$ cat config.mk
export PLATFORM = sky130hd
export DESIGN_NAME = la_xorn
export DESIGN_NICKNAME = d
export VERILOG_FILES = /design/src/rtl/la_xorn_pkg.sv /design/src/rtl/la_xorn_tree.sv /design/src/rtl/la_xorn.sv
export SDC_FILE = /design/constraint.sdc
export NUM_CORES = 1
export LEC_CHECK = 0
export CORE_MARGIN = 5
export CORE_UTILIZATION = 50
export DETAILED_ROUTE_END_ITERATION = 8
export GPL_TIMING_DRIVEN = 0
export PLACE_DENSITY = 0.81
export SLEW_MARGIN = 15
export SYNTH_ARGS = -nofsm -noshare
export SYNTH_HDL_FRONTEND = slang
export SYNTH_SLANG_ARGS = --single-unit
$ cat constraint.sdc
create_clock -name clk -period 2.45 [get_ports clk]
set_input_delay 0.6125 -clock clk [delete_from_list [all_inputs] [get_ports clk]]
set_output_delay 0.6125 -clock clk [all_outputs]
set_load 0.02 [all_outputs]
$ cat src/rtl/la_xorn_pkg.sv
// Shared types and default sizing for the registered N-input XOR block.
package la_xorn_pkg;
    typedef enum logic {
        IDLE  = 1'b0,
        ACCUM = 1'b1
    } state_t;

    localparam int DW_DEF = 8;
    localparam int N_DEF  = 4;
    localparam int CW_DEF = 16;
endpackage

$ cat src/rtl/la_xorn_tree.sv
// Combinational XOR reduction of N packed DW-bit words down to one word.
module la_xorn_tree #(
    parameter int DW = 8,
    parameter int N  = 4
) (
    input  logic [N*DW-1:0] data,
    output logic [DW-1:0]   r
);
    logic [N:0][DW-1:0] part;

    assign part[0] = '0;
    for (genvar k = 0; k < N; k++) begin : g_fold
        assign part[k+1] = part[k] ^ data[k*DW +: DW];
    end
    assign r = part[N];
endmodule

$ cat src/rtl/la_xorn.sv
// Registered N-input XOR with valid/ready handshake and packet accumulate mode.
// Define LA_XORN_PARITY_EN to register a reduction-XOR parity bit with out_data.
module la_xorn
    import la_xorn_pkg::*;
#(
    parameter int DW   = DW_DEF,
    parameter int N    = N_DEF,
    parameter int CW   = CW_DEF,
    parameter     PROP = "DEFAULT"
) (
    input  logic          clk,
    input  logic          reset,
    input  logic          mode,
    input  logic          in_valid,
    output logic          in_ready,
    input  logic [N*DW-1:0] in_data,
    input  logic          in_last,
    output logic          out_valid,
    input  logic          out_ready,
    output logic [DW-1:0] out_data,
    output logic [CW-1:0] out_beats,
    output logic          out_parity
);
    state_t        state;
    logic [DW-1:0] acc;
    logic [CW-1:0] cnt;
    logic [DW-1:0] r;
    logic [DW-1:0] res;
    logic [CW-1:0] cnt_inc;
    logic          accept;
    logic          load;

    la_xorn_tree #(.DW(DW), .N(N)) u_tree (
        .data (in_data),
        .r    (r)
    );

    assign in_ready = !out_valid || out_ready;
    assign accept   = in_valid && in_ready;
    // Beat count sticks at all-ones; the data fold itself never saturates.
    assign cnt_inc  = (&cnt) ? cnt : cnt + 1'b1;
    assign res      = (state == ACCUM) ? (acc ^ r) : r;
    assign load     = accept && ((state == ACCUM) ? in_last : (!mode || in_last));

    always_ff @(posedge clk or posedge reset) begin
        if (reset) begin
            state     <= IDLE;
            acc       <= '0;
            cnt       <= '0;
            out_valid <= 1'b0;
            out_data  <= '0;
            out_beats <= '0;
        end else begin
            if (out_valid && out_ready)
                out_valid <= 1'b0;
            if (accept) begin
                case (state)
                    IDLE: begin
                        if (!mode || in_last) begin
                            out_data  <= r;
                            out_beats <= CW'(1);
                            out_valid <= 1'b1;
                        end else begin
                            acc   <= r;
                            cnt   <= CW'(1);
                            state <= ACCUM;
                        end
                    end
                    ACCUM: begin
                        if (in_last) begin
                            out_data  <= acc ^ r;
                            out_beats <= cnt_inc;
                            out_valid <= 1'b1;
                            acc       <= '0;
                            cnt       <= '0;
                            state     <= IDLE;
                        end else begin
                            acc <= acc ^ r;
                            cnt <= cnt_inc;
                        end
                    end
                    default: state <= IDLE;
                endcase
            end
        end
    end

`ifdef LA_XORN_PARITY_EN
    always_ff @(posedge clk or posedge reset) begin
        if (reset)
            out_parity <= 1'b0;
        else if (load)
            out_parity <= ^res;
    end
`else
    assign out_parity = 1'b0;
`endif
endmodule

==> impl_metrics.toml <==
[status]
status = "finished, final reports clean"

[synth]
yosysMostFrequentCell = "dfrtp_1"
syn_inst = 284
synth_common_cells = "50 x dfrtp_1, 32 x nand2_1, 31 x xnor2_1"
synth_area_um2 = 2780
async_flop_share = 1.00
synth_nets = 323
yosysTopAreaCell = "dfrtp_1"
ys.flop_type = "dfrtp_1"
synth_area_leaders = "dfrtp_1 45%, xnor2_1 9.8%, o21ai_0 4.5%"
ys_ff_latch = 50
yosysWarningCount = 0
synth_edf_count = 0
avgSynthCellArea_um2 = 9.79
netlist.area_leader.share = 0.450
synth_cell_types = 49
seq_area_frac_synth = 0.450

[grt]
grt_use_total = 0.191
grt.overflow.total = 0
grt_pass1_wl_um = 11200
grt_max_degree = 33
grt_pass1_vias = 2339
antenna_found_initial = 0

[cts]
cts_hold_buf = 0
cts_setup_buffers = 0
path_clk_slew_ps = 90
cts_made_buffers = 5
cts_tree = "built"
cts_root_buf = "clkbuf_8"
cts_max_level = 2
cts.path.max_buffers = 2
clock_sinks = 50
clkLatencyLatePin_ps = 300

[detailed_routing]
wirelength_um = 6690
drtIter0Drc = 241
vias = 2436
antenna_left = 0
via_per_inst = 5.69
drc = 0
wire_per_inst_um = 15.6
drt-pass1-iter-count = 5

[worst_setup_path]
cp.required_ps = 2630
start_kind = "register"
critPathCaptureType = "register"
cp_common_cell = "o21ai_1"
path_class = "reg2reg"
path_cells = "ha_1 > nand3_1 > or4_4 > o21ai_1 > xnor2_1 > o21ai_1"
worst-path-buf-inv = 0
crit_slowest_cell = "or4_4"
slowest_delay_ps = 600
crit_fanout = 6
arrival_ps = 2460
cp_top_family = "simple AND/OR/NAND/NOR gates"

[cells_and_area]
diodes = 0
fin_cells = 428
drive_above_1_share = 0.0983
fillers = 502
fin_nets = 394
area_growth_pct = 30.0

[placement]
routabilityCongestion = 0.889
post-dp-hpwl_um = 5030
io_buffer_count = 63
placedCellCount = 420

[pwr]
sw_frac_of_total = 0.308
power.internal_uw = 1550
p_comb_frac = 0.317
pwr-share-clk = 0.223
power_frac_seq = 0.461
p_sw_uw = 691
worst_ir_drop_vdd_uv = 326
leakage_uw = 0.00148
power_density_nw_per_um2 = 619

[die]
num_rows = 27
io_pins = 65
die_area_um2 = 7150
die-width_um = 84.6
chipHeight_um = 84.6
core_um2 = 5470
start_util = 0.508

[sta]
rsz0062_at_grt = "false"
fin_crit_sh = 0.933
setup_viol = 0
worst_slew_pin_slew_ps = 749
relSlewSlack = 0.498
fin_crit_ps = 2280
hold_violations = 0
setup_tns_ps = 0
fmax_ghz = 0.438
clock_skew_ps = 5.91
slew_violations = 0

[job]
drv_cap = 0

[hold_path]
hold_path_class = "reg2reg"
[through the flow]
step	cell area (um2)	total power (uW)	utilization	hold WS (ps)	setup slack, ps
2_1_floorplan	2780	1450	-	473	418
3_3_place_gp	3500	1730	0.640	460	-342
3_5_place_dp	3520	1760	0.644	469	-333
4_1_cts	3610	2260	0.660	492	140
5_1_grt	3620	2360	0.661	519	92.5
6_report	3620	2240	0.661	487	165
[repair_timing]
action,in CTS,in global routing
resized for setup,2,1
endpoints found under the hold margin,0,0
setup endpoints to repair,2,1
[path summary, 6_finish.rpt]
check / slack (ps) / startpoint / end / cells past startpoint
max: 170 / cnt[0] / out_beats[2] / 6
min: 490 / out_beats[15] / out_beats[15] / 1
max reg2reg: 170 / cnt[0] / out_beats[2] / 6
min reg2reg: 490 / out_beats[15] / out_beats[15] / 1
max in group asynchronous: 1310 / reset / cnt[15] / 3
min in group asynchronous: 630 / reset / out_beats[6] / 2
[registers in the layout, summed over array words and instances (netlist names)]
name	cells
acc	8
out_valid	1
cnt	16
state	1
out_data	8
out_beats	16
[per-layer routing]
metal / global-route usage / routed length, um
met5: 0 / 0
met2: 0.328 / 3370
met3: 0.0559 / 630
met4: 0.0547 / 85
met1: 0.233 / 2600
[power by group through the flow]
| stage | logic, uW | clock network, uW | registers [uW] |
|---|---|---|---|
| final | 709 | 499 | 1030 |
| after floorplan | 327 | 0 | 1120 |
| after detailed placement | 715 | 0 | 1050 |
| after global routing | 767 | 544 | 1050 |
| after CTS | 717 | 510 | 1030 |
| after global placement | 694 | 0 | 1040 |
[worst reg2reg max path: stages, from the launching register on]
cell and delay (ps):
dfrtp_1 450, ha_1 320, nand3_1 220, or4_4 600, o21ai_1 260, xnor2_1 210
o21ai_1 90
[cell families (layout without fill, tap and decap cells)]
family / Yosys count / count (layout) / share of synthesized area
buffers and inverters: 19 / 91 / 0.0373
multiplexers: 10 / 10 / 0.0396
adder cells (fa/ha/maj): 1 / 1 / 0.00450
AO/OA/AOI/OAI: 74 / 74 / 0.168
flip-flops: 50 / 50 / 0.450
AND/OR/NAND/NOR: 87 / 87 / 0.167
other: 1 / 1 / 0.00135
XOR/XNOR: 42 / 42 / 0.132
[cell type report]
type	instances	area, um2	area share
plain buffers	14	86.3	0.0239
clock buffers	7	86.3	0.0239
clock inverters	1	5.00	0.00138
inverters	5	18.8	0.00519
multi-input cells	215	1430	0.395
flip-flops and latches	50	1250	0.346
well taps	72	90.1	0.0249
repair buffers	64	649	0.180
[layout by cell type (no fill, tap or decap), drive strengths merged, types with 11 or more instances in the layout]
cell           netlist  final
nand3               12     12
nor2                12     12
a21oi               12     12
xnor2               31     31
clkdlybuf4s50        0     62
nand2               33     33
clkbuf               7     14
xor2                11     11
a22o                11     11
dfrtp               50     50
o21ai               28     28
Power figures use the tool's default switching activity.
